<file path="src/rtl/path_recorder.sv">
// Records the rat's move path as a stack, then replays it from the oldest move using a valid/ready handshake.
// Optional PATH_REC_BACKTRACK_EN: Pop removes or overwrites the newest move; when undefined, the raw trace is kept.
module path_recorder #(
  parameter int unsigned DEPTH = 256,
  parameter int unsigned AW    = 8
) (
  input  logic          CLK,
  input  logic          RST,
  input  logic          Start,
  input  logic          Push,
  input  logic          Pop,
  input  logic [1:0]    Move_in,
  input  logic          Done,
  input  logic          Fail,
  input  logic          Run,
  input  logic          Out_ready,
  output logic [1:0]    Move_out,
  output logic          Out_valid,
  output logic          Play_done,
  output logic [AW:0]   Count,
  output logic          Overflow
);

  localparam int unsigned CW   = AW + 1;
  localparam logic [AW:0] FULL = CW'(DEPTH);

  typedef enum logic [2:0] {IDLE, RECORD, READY, PLAY, FINISH} state_t;

  state_t        state;
  logic [AW-1:0] rd_ptr;
  logic [1:0]    mem [DEPTH];

  logic          pop_en;
  logic          nonempty;
  logic          replace;
  logic          wr_en;
  logic [AW-1:0] wr_addr;

`ifdef PATH_REC_BACKTRACK_EN
  assign pop_en = Pop;
`else
  logic unused_pop;
  assign unused_pop = Pop;
  assign pop_en     = 1'b0;
`endif

  assign nonempty = (Count != '0);
  // Push with Pop at a non-empty stack replaces the newest entry in place.
  assign replace  = Push && pop_en && nonempty;

  // Storage write port; reset and Start suppress any write in the same cycle.
  always_comb begin
    wr_en   = 1'b0;
    wr_addr = '0;
    if (RST && !Start && (state == RECORD) && Push) begin
      if (replace) begin
        wr_en   = 1'b1;
        wr_addr = AW'(Count - CW'(1));
      end else if (Count < FULL) begin
        wr_en   = 1'b1;
        wr_addr = AW'(Count);
      end
    end
  end

  // Storage is deliberately not reset so the path survives replay.
  always_ff @(posedge CLK) begin
    if (wr_en) mem[wr_addr] <= Move_in;
  end

  always_ff @(posedge CLK) begin
    if (!RST) begin
      state     <= IDLE;
      Count     <= '0;
      rd_ptr    <= '0;
      Move_out  <= 2'b00;
      Out_valid <= 1'b0;
      Play_done <= 1'b0;
      Overflow  <= 1'b0;
    end else if (Start) begin
      state     <= RECORD;
      Count     <= '0;
      rd_ptr    <= '0;
      Out_valid <= 1'b0;
      Play_done <= 1'b0;
      Overflow  <= 1'b0;
    end else begin
      case (state)
        RECORD: begin
          if (Push && !replace) begin
            if (Count < FULL) Count <= Count + CW'(1);
            else              Overflow <= 1'b1;
          end else if (!Push && pop_en && nonempty) begin
            Count <= Count - CW'(1);
          end
          if (Fail) begin
            Count <= '0;
            state <= IDLE;
          end else if (Done) begin
            state <= READY;
          end
        end
        READY, FINISH: begin
          if (Run) begin
            rd_ptr    <= '0;
            Play_done <= 1'b0;
            if (!nonempty) begin
              state <= FINISH;
            end else begin
              state     <= PLAY;
              Out_valid <= 1'b1;
              Move_out  <= mem[AW'(0)];
            end
          end else if (state == FINISH) begin
            Play_done <= 1'b1;
          end
        end
        PLAY: begin
          if (Out_valid && Out_ready) begin
            if ({1'b0, rd_ptr} == Count - CW'(1)) begin
              Out_valid <= 1'b0;
              Play_done <= 1'b1;
              state     <= FINISH;
            end else begin
              rd_ptr   <= rd_ptr + AW'(1);
              Move_out <= mem[rd_ptr + AW'(1)];
            end
          end
        end
        default: ;
      endcase
    end
  end

endmodule

</file>
<file path="config.mk">
export PLATFORM = sky130hd
export DESIGN_NAME = path_recorder
export DESIGN_NICKNAME = d
export VERILOG_FILES = /design/src/rtl/path_recorder.sv
export SDC_FILE = /design/constraint.sdc
export NUM_CORES = 1
export LEC_CHECK = 0
export BUFFER_PORTS_ARGS = -buffer_cell sky130_fd_sc_hd__buf_4
export CELL_PAD_IN_SITES_DETAIL_PLACEMENT = 1
export CELL_PAD_IN_SITES_GLOBAL_PLACEMENT = 2
export CORE_MARGIN = 5
export CORE_UTILIZATION = 30
export CTS_BUF_LIST = sky130_fd_sc_hd__clkbuf_16
export DETAILED_ROUTE_END_ITERATION = 8
export GPL_ROUTABILITY_DRIVEN = 0
export HOLD_SLACK_MARGIN = 0.12
export PLACE_DENSITY_LB_ADDON = 0.3
export SLEW_MARGIN = 10
export SYNTH_ARGS = -nofsm -noshare
export SYNTH_HDL_FRONTEND = slang
export SYNTH_SLANG_ARGS = --single-unit
export TNS_END_PERCENT = 5
</file>
<file path="constraint.sdc">
create_clock -name CLK -period 3.28 [get_ports CLK]
set_input_delay 0.328 -clock CLK [delete_from_list [all_inputs] [get_ports CLK]]
set_output_delay 0.328 -clock CLK [all_outputs]
set_load 0.005 [all_outputs]
</file>
# [After elaboration in Yosys (flattened, before gate mapping)]
# Memory sizes are Yosys's and may differ from the RTL's.
# Index checks and enable logic that the tools add are counted.
[totals] register_bits=25 mem_bits_rw=512 word_cells=89 n_memories=1
[op_classes] n_addsub=3 magnitude_cmp=1 eq_ne=16 muxes=36 bitwise_logic=3 reduce_logical=21
[mem_list] memory="mem" depth=256 word_bits=2 rd=2 rd_ports_with_merged_regs=0 write_ports=1 line="31" text="logic [1:0] mem [DEPTH];"
[op_table] cell="$mux 8" count=5
[op_table] cell="$mux 9" count=3
[op_table] cell="$mux 3" count=6
[op_table] cell="$pmux 8 s2" count=1
[op_table] cell="$ne 3x3->1 const B" count=5
[op_table] cell="$reduce_and 5->1" count=3
[op_table] cell="$mux 1" count=13
[op_table] cell="$ne 2x2->1 const B" count=5
[op_table] cell="$add 9x1->9 const B" count=1
[op_table] cell="$eq 8x9->1" count=1
[op_table] cell="$lt 9x9->1 const B" count=1
[op_table] cell="$pmux 3 s3" count=1
[op_table] cell="$reduce_bool 9->1" count=1
[op_table] cell="$sub 9x1->9 const B" count=1
[op_table] cell="$add 8x1->8 const B" count=1
[op_table] cell="$mux 2" count=4
[op_table] cell="$reduce_and 4->1" count=2
[op_table] cell="$eq 3x2->1 const B" count=2
[op_table] cell="$reduce_and 3->1" count=2
[op_table] cell="$reduce_and 6->1" count=1
[op_table] cell="$reduce_bool 2->1" count=3
[op_table] cell="$logic_and 1x1->1" count=4
[op_table] cell="$ne 4x4->1 const B" count=1
[op_table] cell="$pmux 1 s2" count=2
[op_table] cell="8 further kinds" count=11

# [Depth between registers and ports, before layout]
# Gate-level depths: netlist (run 1).
[depth] depth_word=7 mapped_depth=13 mapped_depth_nobuf=10

# [Worst setup path before layout (run 1)]
# No wires, ideal clock.
[synth_path] path_kind="reg-to-reg" start="register Count[0]" end="register state[0]" t_arrival_ns=2.996 t_required_ns=3.160 slack_ns=0.164 stages_incl_launch_ff=12 synth_period_minus_slack_ns=3.116 path_cell_list="dfxtp_1 > buf_6 > or4_4 > buf_6 > or3_1 > a32oi_1 > a21oi_1 > or4_1 > buf_2 > a2111oi_4 > nor2b_1 > o31a_1"
[synth_between] elab_chain_cells=5 elab_cells_between_ends=9 cone_classes="add/sub: 1; eq/ne: 2; mux: 4; reduce/logical: 2"
[synth_lines] item="start, declared" line="20" text="output logic [AW:0] Count,"
[synth_lines] item="start signal, assigned" line="91" text="if (Count < FULL) Count <= Count + CW'(1);"
[synth_lines] item="start signal, assigned" line="94" text="Count <= Count - CW'(1);"
[synth_lines] item="branches (longest 5 deep; another with $sub 9x1->9)"
[synth_lines] item="end signal, assigned" line="81" text="state <= RECORD;"
[synth_lines] item="end signal, assigned" line="108" text="state <= FINISH;"
[synth_lines] item="end signal, assigned" line="110" text="state <= PLAY;"
[synth_lines] item="end, declared" line="29" text="state_t state;"
# Parallel ways; which one is timed is not known. The select of a mux whose other input is x is not followed.
# A chain may end at the register's enable or synchronous reset.

# [Worst setup path in the final report (run 1)]
[layout_path] start="register Count[2]" end="register Move_out[0]"
[layout_between] elab_chain_cells=4 elab_cells_between_ends=6 cone_classes="add/sub: 1; eq/ne: 3; reduce/logical: 2"
[layout_lines] item="$sub 9x1->9" line="120" text="if ({1'b0, rd_ptr} == Count - CW'(1)) begin"
[layout_lines] item="$eq 8x9->1" line="120"
[layout_lines] item="$ne 2x2->1 (no line)"
[layout_lines] item="$reduce_and 6->1 (no line) (*)"
[layout_lines] item="end signal, assigned" line="112" text="Move_out <= mem[AW'(0)];"
[layout_lines] item="end signal, assigned" line="126" text="Move_out <= mem[rd_ptr + AW'(1)];"
[layout_lines] item="end, declared" line="17" text="output logic [1:0] Move_out,"
# Every way passes the cells marked *; elsewhere a longest branch is shown, timed or not.

==> results of run 1 <==
==> cells by family after synthesis <==
kind of cell	share of synthesized area
AO/OA/AOI/OAI	0.03028
XOR/XNOR	0.007349
adder cells (fa/ha/maj)	0.002210
buffers and inverters	0.01851
flip-flops	0.7011
multiplexers	0.1374
AND/OR/NAND/NOR	0.1031
==> power by group through the flow <==
stage | combinational, W | sequential, W | clock, W
detailed placement | 0.000190 | 0.00765 | 0
CTS | 0.000196 | 0.00750 | 0.00651
global route | 0.000207 | 0.00750 | 0.00680
global placement | 0.000185 | 0.00765 | 0
floorplan | 0.0000398 | 0.00765 | 0
finish | 0.000189 | 0.00750 | 0.00632
==> layout make-up <==
cell class / count / share of cell area
multi-input cells: 815 / 0.2416
clock buffers: 59 / 0.05570
flip-flops and latches: 537 / 0.5991
well taps: 969 / 0.04574
inverters: 3 / 0.0004248
repair buffers: 130 / 0.04475
clock inverters: 49 / 0.01265
==> synth_stat cells (all sizes together) (4+ instances only) <==
master	n	share of area
edfxtp	512	0.68
nor2	301	0.050
mux4	126	0.13
nand2	122	0.020
clkbuf	67	0.011
nand3	43	0.0095
buf	33	0.0069
dfxtp	25	0.022
mux2i	24	0.011
a21oi	15	0.0033
a32oi	15	0.0058
nand4	15	0.0041
a31oi	12	0.0033
nand2b	12	0.0033
xor2	12	0.0046
nor2b	11	0.0030
a22oi	9	0.0030
and3	7	0.0019
nor3	7	0.0015
xnor2	7	0.0027
o21ai	6	0.0013
o211ai	5	0.0017
ha	4	0.0022
nand3b	4	0.0013
or3	4	0.0011
==> path summary, 6_finish.rpt <==
check                 to  cells after the start  slack (ps)
min             state[2]                      4         180
max reg2reg  Move_out[0]                     11         200
min reg2reg     Overflow                      2         500
max          Move_out[0]                     11         200
==> layer usage <==
layer	vias to the layer above	GRT usage	wire length [um]
li1	5774	-	-
met1	6947	0.2125	28730
met2	266	0.2621	30910
met3	89	0.01901	2406
met4	0	0.05005	1859
met5	-	0	0
==> metrics by stage <==
| step | std cells | total power (W) | hold slack, ps | util |
|---|---|---|---|---|
| floorplan | 1455 | 0.007689 | 424.6 | - |
| global placement | 2448 | 0.007831 | 450.8 | 0.3298 |
| detailed placement | 2448 | 0.007836 | 478.2 | 0.3298 |
| CTS | 2562 | 0.01421 | 137.6 | 0.3548 |
| global route | 2562 | 0.01450 | 179.1 | 0.3548 |
| finish | 2562 | 0.01401 | 181.9 | 0.3548 |
==> worst max-delay path, cell delays in order, from the launching register on <==
cell      delay [ps]
dfxtp_1          310
buf_4            180
nor4_1           560
nand3_1          160
nor4b_1          260
nor2_1           100
or4_1            600
buf_4            190
o21ai_0          240
buf_4            200
o211ai_1          80
o41ai_1           70
==> what timing repair did <==
action | in CTS | in global routing
endpoints found under the hold margin | 8 | 0
endpoints found under the setup margin | 0 | 0
hold buffers | 6 | 0
resized for setup | 0 | 0
==> registers in the layout, indices dropped and copies added (netlist names) <==
| signal | count |
|---|---|
| mem | 512 |
| state | 3 |
| Overflow | 1 |
| rd_ptr | 8 |
| Count | 9 |
| Out_valid | 1 |
| Play_done | 1 |
| Move_out | 2 |
==> results.ini, run 1 <==
[run_status]
status = complete, no violations

[power_and_ir_drop]
swShare = 0.2071
combPwrFrac = 0.013
power.leakage_nw = 8.003
p_per_area_mw_per_mm2 = 528.7
p_switching_w = 0.002902
p_seq_frac = 0.535
internal_power_w = 0.01111
p_clk_frac = 0.451
vdd_ir_drop_max_mv = 0.3884

[floorplanning]
die_area_mm2 = 0.08107
rows = 100
coreArea_mm2 = 0.07470
ios = 25
floorplan.initialDensity = 0.3031
die_y_um = 284.7
die_w_um = 284.7

[place]
pre_cts_ws_ps = 238.7
portBuffers = 23
placed_area_mm2 = 0.02463
hpwl_mm = 40.31

[cts]
numCtsBuffers = 58
post_cts_buffers = 0
cts_tree = yes
insertion_delay_ps = 630
cts-htree-levels = 2
path_clk_slew_ps = 60
clockBufferDepth = 3
cts_root_buffer = clkbuf_16
clock-sinks = 537

[synth]
synth-seq-area-share = 0.7011
ys_ff_latch = 537
ys.flop_type = edfxtp_1
mappedNetlistArea_mm2 = 0.02264
synth_edf_count = 512
yosysWarnings = 0
async_flop_share = 0
ys_types = 60
synth_area_per_cell_um2 = 15.56
synth_nets = 1470
synthCells = 1455

[global_route]
grt.total_usage = 0.1560
grt_pass1_vias = 14220
grt_max_degree = 103
grt_pass1_wl_mm = 95.32
antenna_found_initial = 1
gr-total-overflow = 0

[worst_setup_path]
required_ps = 3800
rr_startpoint = Count[2]
crit_path_end_kind = flop
worstPathMaxFanout = 12
arrival_ps = 3600
timing.critical_path.from = Count[2]
crit_type = flop to flop
startpoint_type = flop

[drt]
drtIter0Drc = 951
drc_errors = 0
postRouteWirelength_mm = 63.90
vias = 13080
vias_per_cell = 5.104
dr.pass1.iters = 5
ant_nets = 0
wl_per_cell_um = 24.94

[layout]
multi_input_area_mm2 = 0.006405
seqCellArea_mm2 = 0.01588
diodes = 0
mostFrequentLayoutCells = edfxtp_1 (512), nor2_1 (301), mux4_2 (126)
finalInstanceArea_mm2 = 0.02651
num-nets-final = 1560
final_common_cell = edfxtp_1
drive_gt1_frac = 0.2172
synthToLayoutAreaGrowth_pct = 17.06
fill_cells = 7577

[timing]
fin_crit_sh = 0.9382
layout_min_cycle_time_ps = 3077
setup_slack_ps = 202.8
hold_viol_final = 0
setup_violations = 0
final.setup_skew_ps = 40.30
tightestPinTransition_ps = 1066
timing.setup.tns_ps = 0
rsz0062_at_grt = no
fmax_ghz = 0.3250
slew_violations = 0
slew_headroom = 0.2894

[worst_hold_path]
hp-start = Done
hold_path_class = input port to flop

[flow_run]
maxCapViolCount = 0

Power figures use the tool's default switching activity.
==> run 2: changes to the inputs <==
--- a/config.mk
+++ b/config.mk
@@ -5,12 +5,14 @@
 export SDC_FILE = /design/constraint.sdc
 export NUM_CORES = 1
 export LEC_CHECK = 0
+export ABC_AREA = 1
 export BUFFER_PORTS_ARGS = -buffer_cell sky130_fd_sc_hd__buf_4
 export CELL_PAD_IN_SITES_DETAIL_PLACEMENT = 1
 export CELL_PAD_IN_SITES_GLOBAL_PLACEMENT = 2
 export CORE_MARGIN = 5
 export CORE_UTILIZATION = 30
 export CTS_BUF_LIST = sky130_fd_sc_hd__clkbuf_16
+export CTS_CLUSTER_DIAMETER = 60
 export DETAILED_ROUTE_END_ITERATION = 8
 export GPL_ROUTABILITY_DRIVEN = 0
 export HOLD_SLACK_MARGIN = 0.12
==> results.ini, run 2 <==
[run_status]
status = complete, no violations

[worst_hold_path]
hold_path_class = input port to flop
holdPathStages = 1  ; -3
hp-start = Move_in[1]
holdPathEnd = mem[6][1]

[synth]
synth-seq-area-share = 0.6674  ; -0.03371
yosysMostFrequentCell = nor2_1
synth_edf_count = 512  ; unchanged
async_flop_share = 0  ; unchanged
synthTopCellsByCount = nor2_1 (540), nand2_1 (537), edfxtp_1 (512)
synth_nets = 2373  ; +61%
synth_top_area_frac = 0.6464  ; -0.03264
synthCells = 2358  ; +62%
synth_area_per_cell_um2 = 10.09  ; -35%
ys_ff_latch = 537  ; unchanged
ys.flop_type = edfxtp_1
yosysWarnings = 0  ; unchanged
ys_types = 43  ; -28%
mappedNetlistArea_mm2 = 0.02379  ; +5.1%
synth.top_cells.by_area = edfxtp_1 (65%), nor2_1 (8.5%), nand2_1 (8.5%)
yosysTopAreaCell = edfxtp_1

[cts]
cts-htree-levels = 2  ; unchanged
clock-sinks = 537  ; unchanged
path_clk_slew_ps = 60  ; about the same
clockBufferDepth = 3  ; unchanged
cts_tree = yes
cts_root_buffer = clkbuf_16
post_cts_buffers = 0  ; unchanged
insertion_delay_ps = 610  ; -20 ps
numCtsBuffers = 60  ; +3.4%

[global_route]
grt.total_usage = 0.1671  ; +0.01114
grt_pass1_vias = 17790  ; +25%
gr-total-overflow = 0  ; unchanged
grt_pass1_wl_mm = 109.1  ; +14%
grt_max_degree = 148  ; +44%
antenna_found_initial = 1  ; unchanged

[place]
place_inst = 3364  ; +37%
hpwl_mm = 43.86  ; +8.8%
pre_cts_ws_ps = 465.9  ; +227.1 ps
portBuffers = 23  ; unchanged

[drt]
vias = 16850  ; +29%
wl_per_cell_um = 20.84  ; -16%
vias_per_cell = 4.839  ; -5.2%
wl_met1_mm = 33.75  ; +17%
postRouteWirelength_mm = 72.58  ; +14%
drtIter0Drc = 911  ; -4.2%
dr.pass1.iters = 5  ; unchanged
routed-wl-met2_mm = 34.25  ; +11%
drc_errors = 0  ; unchanged
dr_wl_met3_mm = 2.851  ; +18%
ant_nets = 0  ; unchanged
highest_layer = met4

[worst_setup_path]
arrival_ps = 3490  ; -110 ps
worstPathMaxFanout = 8  ; -4
rrSetupSlack_ps = 300  ; +90 ps
required_ps = 3780  ; -20 ps
rr_endpoint = state[0]
path_cells = inv_2, ha_1, or2_2, nand4_1, nor2_1, nand3_1, nor3_2, nand2_1, nand2_2, nand3_1, nand2_1, a21oi_1, dlygate4sd3_1
crit_type = flop to flop
critPathSlowestCell = dfxtp_1
startpoint_type = flop
critPathBufInv = 2  ; -1
critical_path.top_delay_family = simple AND/OR/NAND/NOR gates
worst_r2r_path_depth = 13  ; +2
crit_path_end_kind = flop
rr_startpoint = Count[1]
max_stage_delay_ps = 560  ; -40 ps

[timing]
fmax_ghz = 0.3353  ; +3.2%
final.setup_skew_ps = 11.94  ; -28.36 ps
layout_min_cycle_time_ps = 2983  ; -94.36 ps
tightestPinTransition_ps = 779.1  ; -286.8 ps
setup_violations = 0  ; unchanged
slew_headroom = 0.4806  ; +0.1912
timing.setup.tns_ps = 0  ; unchanged
setup_slack_ps = 297.2  ; +94.36 ps
fin_crit_sh = 0.9094  ; -0.02877
hold_viol_final = 0  ; unchanged
slew_violations = 0  ; unchanged
holdWs_ps = 168.5  ; -13.46 ps
rsz0062_at_grt = no

[flow_run]
maxCapViolCount = 0  ; unchanged

[floorplanning]
die_area_mm2 = 0.08502  ; +4.9%
rows = 103  ; +3.0%
ios = 25  ; unchanged
die_y_um = 291.6  ; +2.4%
floorplan.initialDensity = 0.3016  ; -0.001543
coreArea_mm2 = 0.07887  ; +5.6%
die_w_um = 291.6  ; +2.4%

[layout]
drive_gt1_frac = 0.09539  ; -0.1218
synthToLayoutAreaGrowth_pct = 15.40
largest_reg_flops = 512  ; unchanged
largest_register = mem
fill_cells = 8876  ; +17%
num-nets-final = 2398  ; +54%
mostFrequentLayoutCells = nor2_1 (539), nand2_1 (537), edfxtp_1 (512)
diodes = 0  ; unchanged
final_common_cell = nor2_1
stdcell_count = 3482  ; +36%
reg.largest.list = mem (512), Count (9), rd_ptr (8)

[power_and_ir_drop]
vdd_ir_drop_max_mv = 0.3366  ; -13%
p_per_area_mw_per_mm2 = 528.2  ; about the same
finalPower_w = 0.01450  ; +3.5%
power.leakage_nw = 9.721  ; +21%

run 2: cell count changes after synthesis, moves of 24 or more:
cell	previous run	this run
clkbuf_1	67	37
nand3_1	43	286
nand2_1	122	537
mux2i_1	24	0
o21ai_0	5	132
mux4_2	126	0
inv_1	3	69
buf_2	14	80
nor2_1	301	540
run 2: what timing repair did:
item                                   CTS  global route
gates resized for setup                  0             1
setup endpoints to repair                0             1
endpoints found under the hold margin   37             0
hold buffers                             7             0
run 2: area by class of cell:
cell class / count / area (um2) / share of cell area
clock buffers: 61 / 1526 / 0.05561
inverters: 85 / 326.6 / 0.01190
well taps: 1050 / 1314 / 0.04786
repair buffers: 106 / 1071 / 0.03902
multi-input cells: 1593 / 6925 / 0.2523
clock inverters: 50 / 405.4 / 0.01477
flip-flops and latches: 537 / 15880 / 0.5785
run 2: worst max-delay path by stage:
stage               slack [ps]  cells past startpoint          end  startpoint
finish                     300                     13     state[0]    Count[1]
global route                10                     13     state[0]    Count[1]
CTS                        160                     13     state[0]    Count[0]
detailed placement         470                     14  Move_out[0]   rd_ptr[1]
global placement           490                     14  Move_out[0]   rd_ptr[1]
floorplan                 1190                     13     state[2]    Count[0]
run 2: power breakdown:
part           leakage (nW)  switching, W  internal [W]
clock                  1.01       0.00272       0.00389
sequential             4.80     0.0000136       0.00751
combinational          3.91      0.000266     0.0000980
total                  9.72       0.00300        0.0115
run 2: kinds of logic after synthesis:
| group | synth area share |
|---|---|
| AND/OR/NAND/NOR | 0.2450 |
| XOR/XNOR | 0.005471 |
| flip-flops | 0.6674 |
| adder cells (fa/ha/maj) | 0.002104 |
| buffers and inverters | 0.04308 |
| AO/OA/AOI/OAI | 0.03698 |
run 2: stage by stage:
stage | utilization | area (um2)
2_1_floorplan | - | 23790
3_3_place_gp | 0.3226 | 25450
3_5_place_dp | 0.3226 | 25450
4_1_cts | 0.3480 | 27450
5_1_grt | 0.3480 | 27450
6_report | 0.3480 | 27450
run 2: per-layer routing:
metal  up-vias  track usage
met4         0      0.04133
li1       8015            -
met2       253       0.2797
met1      8481       0.2300
met3       101      0.02548
met5         -            0
==> run 3: changes to the inputs <==
--- a/config.mk
+++ b/config.mk
@@ -7,8 +7,6 @@
 export LEC_CHECK = 0
 export ABC_AREA = 1
 export BUFFER_PORTS_ARGS = -buffer_cell sky130_fd_sc_hd__buf_4
-export CELL_PAD_IN_SITES_DETAIL_PLACEMENT = 1
-export CELL_PAD_IN_SITES_GLOBAL_PLACEMENT = 2
 export CORE_MARGIN = 5
 export CORE_UTILIZATION = 30
 export CTS_BUF_LIST = sky130_fd_sc_hd__clkbuf_16
==> results.ini, run 3 (synthesis gave the netlist of run 2 again) <==
[run_status]
status = complete, no violations

[global_route]
gr-total-overflow = 0  ; unchanged
grt_max_degree = 150  ; +1.4%
grt_pass1_wl_mm = 96.75  ; -11%
grt_pass1_vias = 16480  ; -7.4%
antenna_found_initial = 0  ; -1
grt.total_usage = 0.1462  ; -0.02088

[drt]
ant_nets = 0  ; unchanged
dr.pass1.iters = 5  ; unchanged
vias_per_cell = 4.834  ; -0.11%
wl_per_cell_um = 18.49  ; -11%
drtIter0Drc = 1419  ; +56%
drc_errors = 0  ; unchanged
postRouteWirelength_mm = 63.97  ; -12%
vias = 16730  ; -0.74%

[cts]
numCtsBuffers = 56  ; -6.7%
clockBufferDepth = 3  ; unchanged
cts-htree-levels = 2  ; unchanged
path_clk_slew_ps = 60  ; about the same
clock-sinks = 537  ; unchanged
cts_repair_resize_count = 0  ; unchanged
cts_root_buffer = clkbuf_16
cts_tree = yes
insertion_delay_ps = 610  ; about the same

[layout]
largest_register = mem
synthToLayoutAreaGrowth_pct = 14.09
multi_input_area_mm2 = 0.006925  ; unchanged
num-nets-final = 2380  ; -0.75%
final_common_cell = nor2_1
fill_cells = 8031  ; -9.5%
seqCellArea_mm2 = 0.01588  ; about the same
stdcell_count = 3460  ; -0.63%
largest_reg_flops = 512  ; unchanged
diodes = 0  ; unchanged
reg.largest.list = mem (512), Count (9), rd_ptr (8)
drive_gt1_frac = 0.08631  ; -0.009088
mostFrequentLayoutCells = nor2_1 (539), nand2_1 (537), edfxtp_1 (512)

[timing]
fmax_ghz = 0.3413  ; +1.8%
hold_viol_final = 0  ; unchanged
layout_min_cycle_time_ps = 2930  ; -53.00 ps
slew_violations = 0  ; unchanged
tightestPinTransition_ps = 794.0  ; +14.87 ps
fin_crit_sh = 0.8932  ; -0.01616
setup_violations = 0  ; unchanged
final.setup_skew_ps = 17.99  ; +6.053 ps
timing.setup.tns_ps = 0  ; unchanged
slew_headroom = 0.4688  ; -0.01178
setup_slack_ps = 350.2  ; +53.01 ps
rsz0062_at_grt = no

[worst_hold_path]
hold_path_class = input port to flop
hp-start = Move_in[0]
holdPathEnd = mem[159][0]
holdPathStages = 1  ; unchanged

[floorplanning]
rows = 103  ; unchanged
die_y_um = 291.6  ; unchanged
die_w_um = 291.6  ; unchanged
die_area_mm2 = 0.08502  ; unchanged
ios = 25  ; unchanged
coreArea_mm2 = 0.07887  ; unchanged
floorplan.initialDensity = 0.3016  ; unchanged

[flow_run]
maxCapViolCount = 0  ; unchanged

[place]
pre_cts_ws_ps = 484.1  ; +18.26 ps
place_inst = 3350  ; -0.42%
hpwl_mm = 36.47  ; -17%
portBuffers = 23  ; unchanged

[worst_setup_path]
rr_startpoint = Count[0]
arrival_ps = 3420  ; -70 ps
required_ps = 3770  ; about the same
crit_path_end_kind = flop
path_cells = inv_2, ha_1, xnor2_1, xor2_1, nand3_1, nor3_2, nand2_1, nand2_2, nand3_1, nand2_1, a21oi_1, dlygate4sd3_1
worstPathMaxFanout = 8  ; unchanged
rrSetupSlack_ps = 350  ; +50 ps
rr_endpoint = state[0]
critPathSlowestCell = dfxtp_1
max_stage_delay_ps = 570  ; about the same
startpoint_type = flop
timing.critical_path.from = Count[0]
crit_type = flop to flop
worst_r2r_path_depth = 12  ; -1

[power_and_ir_drop]
vdd_ir_drop_max_mv = 0.3853  ; +14%
power.leakage_nw = 9.533  ; -1.9%
p_per_area_mw_per_mm2 = 521.4  ; -1.3%

==> run 3: changes by cell type in the layout (fill, tap and decap cells not counted), moves of 3 or more <==
cell       before  now
inv_1          85   80
buf_12         20   14
clkinv_1       13   19
clkinv_4        3    0
buf_4          77   69
clkbuf_16      61   57
clkinv_2       12    9
==> run 3: worst max-delay path by stage <==
| stage | cells past startpoint | end | slack, ps |
|---|---|---|---|
| 3_5_place_dp | 14 | Move_out[0] | 480 |
| 3_3_place_gp | 14 | Move_out[1] | 520 |
| 5_1_grt | 12 | state[0] | 100 |
| 2_1_floorplan | 13 | state[2] | 1190 |
| 6_report | 12 | state[0] | 350 |
| 4_1_cts | 12 | state[0] | 350 |
==> run 3: per-layer routing <==
layer / GRT usage / vias to the layer above / wire, um
li1: - / 7967 / -
met2: 0.2540 / 447 / 30900
met4: 0.03383 / 0 / 1370
met3: 0.02305 / 93 / 3759
met5: 0 / - / 0
met1: 0.1939 / 8218 / 27950
==> run 3: cell type report <==
class	count	share of cell area
Multi-Input combinational cell	1593	0.2552
Sequential cell	537	0.5851
Tap cell	1050	0.04841
Clock inverter	46	0.01388
Inverter	85	0.01203
Timing Repair Buffer	92	0.03283
Clock buffer	57	0.05256
==> run 3: stage by stage <==
| stage | power (W) | instance area (um2) | util | hold WS [ps] |
|---|---|---|---|---|
| floorplan | 0.007832 | 23790 | - | 426.9 |
| global placement | 0.008010 | 25270 | 0.3203 | 449.1 |
| detailed placement | 0.008017 | 25270 | 0.3203 | 453.5 |
| CTS | 0.01428 | 27140 | 0.3441 | 271.2 |
| global route | 0.01459 | 27140 | 0.3441 | 294.4 |
| finish | 0.01415 | 27140 | 0.3441 | 271.7 |
==> run 3: critical path, delay by kind of cell (launching register included) <==
family	cells	cell delay, ps
flip-flops	1	570
adder cells (fa/ha/maj)	1	280
AO/OA/AOI/OAI	1	60
XOR/XNOR	2	370
buffers and inverters	2	740
AND/OR/NAND/NOR	6	800
==> run 3: power by group <==
group	total (W)	switching [W]	internal [W]
combinational	0.000356	0.000257	0.0000994
clock	0.00627	0.00260	0.00367
sequential	0.00752	0.0000123	0.00751
total	0.0142	0.00287	0.0113
==> run 3: what timing repair did <==
item | in CTS | in global routing
hold buffers | 7 | 0
setup buffers | 0 | 0
hold endpoints to repair | 15 | 0
